`src/rtl/wb_cmd_master.sv`:
```
// Single-outstanding Wishbone classic initiator: one command beat becomes one
// bus cycle, and its result comes back as one response beat (read data or timeout).
module wb_cmd_master #(
    parameter int TIMEOUT = 64,
    parameter int CW      = 16
) (
    input  logic        wb_clk_i,
    input  logic        wb_rst_i,
    input  logic        cmd_valid,
    output logic        cmd_ready,
    input  logic        cmd_we,
    input  logic [31:0] cmd_adr,
    input  logic [31:0] cmd_dat,
    input  logic [3:0]  cmd_sel,
    output logic        rsp_valid,
    input  logic        rsp_ready,
    output logic [31:0] rsp_dat,
    output logic        rsp_timeout,
    output logic        wbm_cyc_o,
    output logic        wbm_stb_o,
    output logic        wbm_we_o,
    output logic [3:0]  wbm_sel_o,
    output logic [31:0] wbm_adr_o,
    output logic [31:0] wbm_dat_o,
    input  logic [31:0] wbm_dat_i,
    input  logic        wbm_ack_i,
    output logic        busy
);

    typedef enum logic [1:0] {IDLE, BUS, RESP} state_t;

    state_t        state, state_nxt;
    logic [CW-1:0] cnt;
    logic          expire;

    // Expiry on the TIMEOUT-th BUS cycle; ack in the same cycle takes priority.
    assign expire    = (cnt == CW'(TIMEOUT - 1));
    assign cmd_ready = (state == IDLE);
    assign busy      = (state != IDLE);

    always_ff @(posedge wb_clk_i) begin
        if (wb_rst_i) state <= IDLE;
        else          state <= state_nxt;
    end

    always_comb begin
        state_nxt = state;
        case (state)
            IDLE:    if (cmd_valid)             state_nxt = BUS;
            BUS:     if (wbm_ack_i || expire)   state_nxt = RESP;
            RESP:    if (rsp_ready)             state_nxt = IDLE;
            default:                            state_nxt = IDLE;
        endcase
    end

    always_ff @(posedge wb_clk_i) begin
        if (wb_rst_i) begin
            wbm_cyc_o   <= 1'b0;
            wbm_stb_o   <= 1'b0;
            wbm_we_o    <= 1'b0;
            wbm_sel_o   <= '0;
            wbm_adr_o   <= '0;
            wbm_dat_o   <= '0;
            rsp_valid   <= 1'b0;
            rsp_dat     <= '0;
            rsp_timeout <= 1'b0;
            cnt         <= '0;
        end else begin
            case (state)
                IDLE: begin
                    if (cmd_valid) begin
                        wbm_cyc_o <= 1'b1;
                        wbm_stb_o <= 1'b1;
                        wbm_we_o  <= cmd_we;
                        wbm_sel_o <= cmd_sel;
                        wbm_adr_o <= cmd_adr;
                        wbm_dat_o <= cmd_dat;
                        cnt       <= '0;
                    end
                end
                BUS: begin
                    cnt <= cnt + 1'b1;
                    if (wbm_ack_i) begin
                        wbm_cyc_o   <= 1'b0;
                        wbm_stb_o   <= 1'b0;
                        rsp_valid   <= 1'b1;
                        rsp_dat     <= wbm_we_o ? 32'h0 : wbm_dat_i;
                        rsp_timeout <= 1'b0;
                    end else if (expire) begin
                        wbm_cyc_o   <= 1'b0;
                        wbm_stb_o   <= 1'b0;
                        rsp_valid   <= 1'b1;
                        rsp_dat     <= 32'h0;
                        rsp_timeout <= 1'b1;
                    end
                end
                RESP: begin
                    if (rsp_ready) rsp_valid <= 1'b0;
                end
                default: ;
            endcase
        end
    end

endmodule

```
`config.mk`:
```
export PLATFORM = sky130hd
export DESIGN_NAME = wb_cmd_master
export DESIGN_NICKNAME = d
export VERILOG_FILES = /design/src/rtl/wb_cmd_master.sv
export SDC_FILE = /design/constraint.sdc
export NUM_CORES = 1
export LEC_CHECK = 0
export ABC_AREA = 1
export CAP_MARGIN = 25
export CORE_MARGIN = 2
export CORE_UTILIZATION = 35
export CTS_BUF_LIST = sky130_fd_sc_hd__clkbuf_16
export DETAILED_ROUTE_END_ITERATION = 10
export PLACE_DENSITY = 0.73
export SYNTH_ARGS = -nofsm -noshare
export SYNTH_HDL_FRONTEND = slang
export SYNTH_SLANG_ARGS = --single-unit
```
`constraint.sdc`:
```
create_clock -name wb_clk_i -period 1.93 [get_ports wb_clk_i]
set_input_delay 0.4825 -clock wb_clk_i [delete_from_list [all_inputs] [get_ports wb_clk_i]]
set_output_delay 0.4825 -clock wb_clk_i [all_outputs]
set_load 0.01 [all_outputs]
```
# Word-level counts from Yosys, hierarchy flattened
# Index checks and enable logic that the tools add are counted.
# W data, S select, Z words.
[classes]
addsub = 1
n_reduce_logical = 12
n_mux = 18
eq_ne = 7
[ops]
columns = ["operator", "count"]
rows = [
  ["$mux W32", 3],
  ["$pmux W16 S2", 1],
  ["$add A16 B1 Y16 const B", 1],
  ["$eq A16 B6 Y1 const B", 1],
  ["$mux W16", 1],
  ["$reduce_and A3 Y1", 3],
  ["$reduce_bool A2 Y1", 4],
  ["$mux W1", 7],
  ["$mux W2", 3],
  ["$ne A2 B2 Y1 const B", 3],
  ["$pmux W2 S3", 1],
  ["$reduce_and A2 Y1", 3],
  ["$pmux W1 S2", 2],
  ["$ne A3 B3 Y1 const B", 1],
  ["$eq A2 B1 Y1 const B", 1],
  ["$eq A2 B2 Y1 const B", 1],
  ["$logic_not A2 Y1", 1],
  ["$logic_or A1 B1 Y1", 1],
]
[totals]
regBits = 122

# Depth between registers and ports, before layout
# Gate-level depths: netlist (run 1).
[logic_depth]
word_depth = 4
mapped_depth = 10

# Worst setup path before layout (run 1)
# No wires, ideal clock.
[synth_path]
path_type = "register to register"
startpoint = "register cnt[0]"
endpoint = "register rsp_dat[24]"
synth_period_minus_slack_ns = 1.406
slack_ns = 0.524
required_ns = 1.798
stages_incl_launch_ff = 10
t_arrival_ns = 1.273
path_cell_list = "dfxtp_1 > ha_1 > nand3_2 > nor2_1 > nand2_1 > nand2_4 > nand2_4 > buf_6 > nand2_1 > a21oi_1"
[synth_between]
elab_chain_cells = 3
[synth_rtl]
columns = ["element", "line_no", "rtl"]
rows = [
  ["start: declaration", "33", "logic [CW-1:0] cnt;"],
  ["start signal: assignment", "82", "cnt <= cnt + 1'b1;"],
  ["$eq A16 B6 Y1", "37", "assign expire = (cnt == CW'(TIMEOUT - 1));"],
  ["$reduce_bool A2 Y1 (no source line)", "n/a", ""],
  ["$reduce_and A2 Y1 (no source line)", "n/a", ""],
  ["end signal: assignment", "87", "rsp_dat <= wbm_we_o ? 32'h0 : wbm_dat_i;"],
  ["end: declaration", "17", "output logic [31:0] rsp_dat,"],
]
# Every way passes these cells.
# A chain may end at the register's enable or synchronous reset.

# Worst setup path after layout (run 1)
[layout_path]
startpoint = "register wbm_we_o"
endpoint = "output wbm_we_o"
[layout_lines]
columns = ["element", "line_no", "rtl"]
rows = [
  ["start: declaration", "21", "output logic wbm_we_o,"],
  ["start signal: assignment", "74", "wbm_we_o <= cmd_we;"],
]
# No word-level cell between the ends.

==> summary.txt, run 1 <==
initial antenna violation count - 0
clock sinks - 122
setup TNS - 0 ns
final std cells w/o fill - 1,077
max frequency - 535.6 MHz
HP Class - reg -> reg
Worst path slowest cell - clkdlybuf4s50_1
core area - 0.01388 sq mm
R2R Setup Slk - 0.24 ns
R2R depth - 8
die area - 0.01518 sq mm
area leader, netlist - dfxtp_1
Yosys top cell area share - 0.4912
peak supply drop - 0.5438 mV
Syn Std Cell Area - 0.004972 sq mm
DR vias - 4,956
final slew viol count - 0
post-synth cell types - 31
RR Endpoint - rsp_dat[14]
Leak - 3.175 nW
CP Data Required Time - 1.45 ns
crit end category - output port
largest net degree at the start of global routing - 59
diode count - 0
final net count - 991
grt total ovfl - 0
Layout Area Growth over Synthesis - 57.37%
router iterations before antenna repair - 4
worst slew pin tran - 0.4763 ns
final worst path period share - 0.9675
CP delay by family, top - buffers and inverters
critical path depth in cells - 1
Die Ht - 123.2 um
startpoint types - flip-flop
DRC Markers - 0
final setup fails - 0
Skew-Pair Late Insertion Delay - 0.41 ns
Final min period - 1.867 ns
Hold Path Depth - 2
status - completed
worst path arrival time - 1.38 ns
crit-path max FO - 3
synthesized area per cell - 7.280 sq um
# port buffers - 212
placement row count - 43
Slew HR - 0.6825
initial core utilization - 0.3582
worst setup path end - wbm_we_o
first-pass GRT wire length - 21.96 mm
YS warnings - 0
# IOs - 213
initial DRC count - 340
crit path launch - wbm_we_o
layout cells sized above 1 - 0.06800
slowest stage delay, CP - 0.58 ns
max cap viols - 0
Power Dens Cells - 881.4 mW/mm^2
Fillers - 1,309
Clock Skew - 0.007334 ns
Buf/Inv on CP - 1
drt via density - 4.602
cell count after synthesis - 683
CP Cell Sequence - clkdlybuf4s50_1
DR WL/cell - 13.00 um
vias in the first global route - 4,722
CTS buffer count - 17
Setup Crit Path Kind - reg -> out
gr usage total - 0.1826
Yosys reg bits - 122
CTS H-tree depth - 4
root buffer cell - clkbuf_16
CTS tree - yes
final hold violations - 0
RSZ-0062 raised after global routing - false
GPL Wtd Cong - 0.8458
placed instance count - 1,045
top cells by area, synth - dfxtp_1 (49%), nor2_1 (15%), o21ai_0 (8.0%)
sequential area share after synthesis - 0.4912
Final ANT Viol Nets - 0
clock tree buffer depth - 2
Post-Route WL - 14.00 mm
Worst-path clk slew - 0.05 ns
die width - 123.2 um
RR Startpoint - cnt[0]
post-synth net total - 790
HPWL Detailed - 9.339 mm
==> cells by family (layout without fill, tap and decap cells) <==
family,count (synthesis),after routing,share of synthesized area
buffers and inverters,99,313,0.09361
AO/OA/AOI/OAI,133,133,0.1392
adder cells (fa/ha/maj),1,1,0.002516
flip-flops,122,122,0.4912
AND/OR/NAND/NOR,328,328,0.2735
==> worst min-delay path by stage <==
stage	from	to	slack (ns)
floorplan	cnt[11]	cnt[11]	0.46
global placement	rsp_dat[1]	rsp_dat[1]	0.45
detailed placement	rsp_dat[11]	rsp_dat[11]	0.45
CTS	rsp_dat[11]	rsp_dat[11]	0.46
global route	rsp_dat[1]	rsp_dat[1]	0.47
finish	rsp_dat[6]	rsp_dat[6]	0.46
==> per-stage QoR <==
step | power [W] | setup WS, ns | hold slack, ns | cell area (sq um) | util
floorplan | 0.003288 | 0.5244 | 0.4584 | 4972 | -
global placement | 0.003933 | 0.08699 | 0.4474 | 7248 | 0.5222
detailed placement | 0.003936 | 0.07181 | 0.4514 | 7248 | 0.5222
CTS | 0.006977 | 0.03357 | 0.4605 | 7816 | 0.5631
global route | 0.007203 | 0.0004257 | 0.4697 | 7825 | 0.5637
finish | 0.006897 | 0.06278 | 0.4593 | 7825 | 0.5637
==> flip-flops by register name, summed over array words and instances (netlist names) <==
| register | count |
|---|---|
| cnt | 16 |
| rsp_dat | 32 |
| rsp_timeout | 1 |
| rsp_valid | 1 |
| state | 2 |
| wbm_adr_o | 32 |
| wbm_dat_o | 32 |
| wbm_sel_o | 4 |
| wbm_stb_o | 1 |
| wbm_we_o | 1 |
==> layout make-up <==
class / instances / area, sq um / share of cell area
flip-flops and latches: 122 / 2442 / 0.3121
repair buffers: 226 / 2300 / 0.2939
multi-input cells: 462 / 2086 / 0.2665
clock buffers: 17 / 425.4 / 0.05437
well taps: 180 / 225.2 / 0.02878
inverters: 55 / 209.0 / 0.02670
clock inverters: 15 / 137.6 / 0.01759
==> synthesized netlist by cell type <==
library cell	count
a211oi_1	1
a21oi_1	46
a21oi_2	3
a22oi_1	1
buf_2	13
buf_4	6
buf_6	7
clkbuf_1	18
dfxtp_1	122
ha_1	1
inv_1	50
inv_2	4
inv_4	1
nand2_1	83
nand2_2	2
nand2_4	2
nand3_1	37
nand3_2	2
nand4_1	2
nor2_1	193
nor2_2	1
nor2_4	1
nor2_8	1
nor3_1	1
nor3_2	1
nor3b_2	1
o211a_1	1
o21ai_0	79
o21bai_1	1
o31ai_1	1
or2_1	1
==> power by group <==
part           internal [W]  leakage (nW)  switching [W]
sequential          0.00268          1.00      0.0000789
clock               0.00187         0.283        0.00114
combinational      0.000603          1.89       0.000525
==> layout by cell type, fill, tap and decap left out <==
cell / Yosys / routed
bufinv_16: 0 / 2
o21bai_1: 1 / 1
clkbuf_16: 0 / 17
nor3_1: 1 / 1
nand2_8: 0 / 1
clkinv_1: 0 / 2
clkdlybuf4s50_1: 0 / 210
nor3_2: 1 / 1
nand2_1: 83 / 82
buf_12: 0 / 6
clkinv_2: 0 / 1
buf_4: 6 / 8
inv_4: 1 / 1
o21ai_0: 79 / 79
inv_1: 50 / 53
inv_6: 0 / 1
o211a_1: 1 / 1
nand3_1: 37 / 37
a211oi_1: 1 / 1
a22oi_1: 1 / 1
or2_1: 1 / 1
nand2_4: 2 / 2
inv_2: 4 / 5
ha_1: 1 / 1
a21oi_1: 46 / 46
clkinvlp_4: 0 / 2
dfxtp_1: 122 / 122
nand4_1: 2 / 2
nor3b_2: 1 / 1
nor2_4: 1 / 2
nor2_1: 193 / 193
o31ai_1: 1 / 1
dlygate4sd2_1: 0 / 2
nor2_8: 1 / 1
a21oi_2: 3 / 3
clkinv_4: 0 / 3
nand2_2: 2 / 2
nand3_2: 2 / 2
==> timing repair <==
action                                  in CTS  in global routing
hold buffers                                 0                  0
gates resized for setup                      4                  1
endpoints found under the setup margin       2                 24
pin swaps                                    0                  0
buffers inserted                             0                  0
==> layer usage <==
metal  part of all wire  wire length, um  vias up  GRT usage
li1                   -                -     2571          -
met1               0.44             6165     2188     0.2192
met2               0.44             6151      178     0.2857
met3               0.11             1474       19    0.08303
met4              0.015              209        0    0.06960
met5                  0                0        -          0
Note: power is estimated with default switching activity, not from simulation.
==> run 2: changes to the inputs <==
- ABC_AREA: 1 -> not set
- PLACE_DENSITY: 0.73 -> 0.74
==> summary.txt, run 2 <==
final setup fails - 0
hold_sp - wbm_adr_o[29]
die width - 120.2 um
R2R Setup Slk - 0.17 ns
Worst path slowest cell - clkdlybuf4s50_1
first-pass GRT wire length - 21.47 mm
Setup Crit Path Kind - reg -> out
DR vias - 4,717
Worst-path clk slew - 0.05 ns
initial DRC count - 242
DR WL/cell - 13.86 um
Post-synth EDFFs - 0
largest net degree at the start of global routing - 48
placed instance count - 936
GPL Wtd Cong - 0.7771
Post-Route WL - 13.40 mm
Core Util, Final - 0.5758
root buffer cell - clkbuf_16
Comb pwr share - 0.143
Leak - 2.745 nW
R2R depth - 6
sequential area share after synthesis - 0.5169
Skew-Pair Late Insertion Delay - 0.41 ns
final std cells w/o fill - 967
Slew HR - 0.6746
clock tree buffer depth - 2
router iterations before antenna repair - 6
Hold Path End - wbm_adr_o[29]
worst path arrival time - 1.40 ns
diode count - 0
initial core utilization - 0.3582
placement row count - 42
layout cells sized above 1 - 0.08091
net switching share of the total power - 0.2319
clock sinks - 122
Multi-input gate area - 0.002022 sq mm
Final ANT Viol Nets - 0
Buf/Inv on CP - 1
most frequent cells in the layout - clkdlybuf4s50_1 (208), nand2_1 (181), dfxtp_1 (120)
final slew viol count - 0
PnR worst setup slack - 0.04950 ns
Clock Skew - 0.009538 ns
crit-path max FO - 3
sequential share of power - 0.405
top-count cell post-synth - nand2_1
slowest stage delay, CP - 0.59 ns
status - completed
top cells by area, synth - dfxtp_1 (52%), nand2_1 (14%), a21oi_1 (12%)
Power Dens Cells - 884.3 mW/mm^2
drt via density - 4.878
Top FF cell, synth - dfxtp_1
CTS buffer count - 17
post-synth cell types - 51
worst slew pin tran - 0.4841 ns
RR Startpoint - cnt[0]
biggest regs - rsp_dat x32, wbm_adr_o x32, wbm_dat_o x32
final hold violations - 0
HP Class - reg -> reg
# port buffers - 212
Yosys top cell area share - 0.5169
clock share of power - 0.452
post-synth net total - 683
setup TNS - 0 ns
Final min period - 1.881 ns
max cap viols - 0
CP Cell Sequence - clkdlybuf4s50_1
# IOs - 213
Syn Std Cell Area - 0.004725 sq mm
grt total ovfl - 0
asr flop ratio synth - 0
HPWL Detailed - 9.555 mm
Die Ht - 120.2 um
CP Data Required Time - 1.45 ns
max frequency - 531.8 MHz
commonest non-fill, non-tap cell in the layout - clkdlybuf4s50_1
Psw - 0.001557 W
peak supply drop - 0.5466 mV
gr usage total - 0.1857
crit end category - output port
YS warnings - 0
Internal - 0.005159 W
CP delay by family, top - buffers and inverters
final instance area - 0.007595 sq mm
startpoint types - flip-flop
final worst path period share - 0.9744
cell count after synthesis - 576
pre-CTS setup slack - -0.2003 ns
Fillers - 1,130
Placed Area - 0.007004 sq mm
Yosys reg bits - 122
setup bufs post-CTS - 0
final net count - 886
core area - 0.01319 sq mm
Register Area - 0.002450 sq mm
DRC Markers - 0
Layout Area Growth over Synthesis - 60.75%
area leader, netlist - dfxtp_1
CTS tree - yes
synthesized area per cell - 8.202 sq um
vias in the first global route - 4,584
initial antenna violation count - 0
die area - 0.01444 sq mm
CTS H-tree depth - 4
Hold Path Depth - 2
RR Endpoint - rsp_dat[18]
synth cell count leaders - nand2_1 (181), dfxtp_1 (122), a21oi_1 (115), o21ai_1 (30), buf_2 (17)
RSZ-0062 raised after global routing - false
[run 2: cell types whose count changed after synthesis, sizes merged, moves of 4 or more]
| cell | before | now |
|---|---|---|
| a21oi | 49 | 116 |
| inv | 55 | 9 |
| nand2 | 87 | 181 |
| nand3 | 39 | 7 |
| nand4b | 0 | 4 |
| nor2 | 196 | 13 |
| nor4 | 0 | 5 |
| o21ai | 79 | 37 |
[run 2: through the flow]
stage | power [W] | hold slack, ns
2_1_floorplan | 0.003170 | 0.4765
3_3_place_gp | 0.003718 | 0.4404
3_5_place_dp | 0.003741 | 0.4503
4_1_cts | 0.006796 | 0.4549
5_1_grt | 0.006991 | 0.4717
6_report | 0.006716 | 0.4507
[run 2: logic make-up (layout without fill, tap and decap cells)]
logic type	count (synthesis)	count (layout)	synth area share
simple gates	230	230	0.2198
buf+inv	53	268	0.05958
fa+ha+maj	1	1	0.002648
mux	2	2	0.004502
compound gates	168	168	0.1965
flops	122	122	0.5169
[run 2: how the worst max path moves through the flow]
stage | start | endpoint | depth (start not counted)
floorplan | cmd_valid | cnt[9] | 6
global placement | cmd_valid | wbm_dat_o[20] | 5
detailed placement | cmd_valid | wbm_dat_o[21] | 5
CTS | wbm_stb_o | wbm_stb_o | 1
global route | wbm_we_o | wbm_we_o | 1
finish | wbm_we_o | wbm_we_o | 1
[run 2: layout make-up]
| class | count | area share |
|---|---|---|
| Clock buffer | 17 | 0.05601 |
| Clock inverter | 14 | 0.01862 |
| Inverter | 9 | 0.004448 |
| Multi-Input combinational cell | 401 | 0.2662 |
| Sequential cell | 122 | 0.3226 |
| Tap cell | 176 | 0.02900 |
| Timing Repair Buffer | 228 | 0.3031 |
[run 2: repair_timing]
action | in CTS | in global routing
gates resized for setup | 7 | 3
endpoints found under the setup margin | 2 | 2
cloned | 0 | 0
pin swaps | 0 | 0
hold buffers | 0 | 0
[run 2: power groups by stage]
stage / registers (W) / clock network, W / logic (W)
global route: 0.00274 / 0.00321 / 0.00104
global placement: 0.00277 / 0 / 0.000949
floorplan: 0.00282 / 0 / 0.000347
finish: 0.00272 / 0.00303 / 0.000959
detailed placement: 0.00278 / 0 / 0.000965
CTS: 0.00272 / 0.00310 / 0.000970
[run 2: per-layer routing]
metal	wire, um	part of all wire	up-vias	track usage
li1	-	-	2348	-
met1	5524	0.41	2195	0.2104
met2	6700	0.50	151	0.3161
met3	913	0.068	23	0.06557
met4	263	0.020	0	0.07941
met5	0	0	-	0
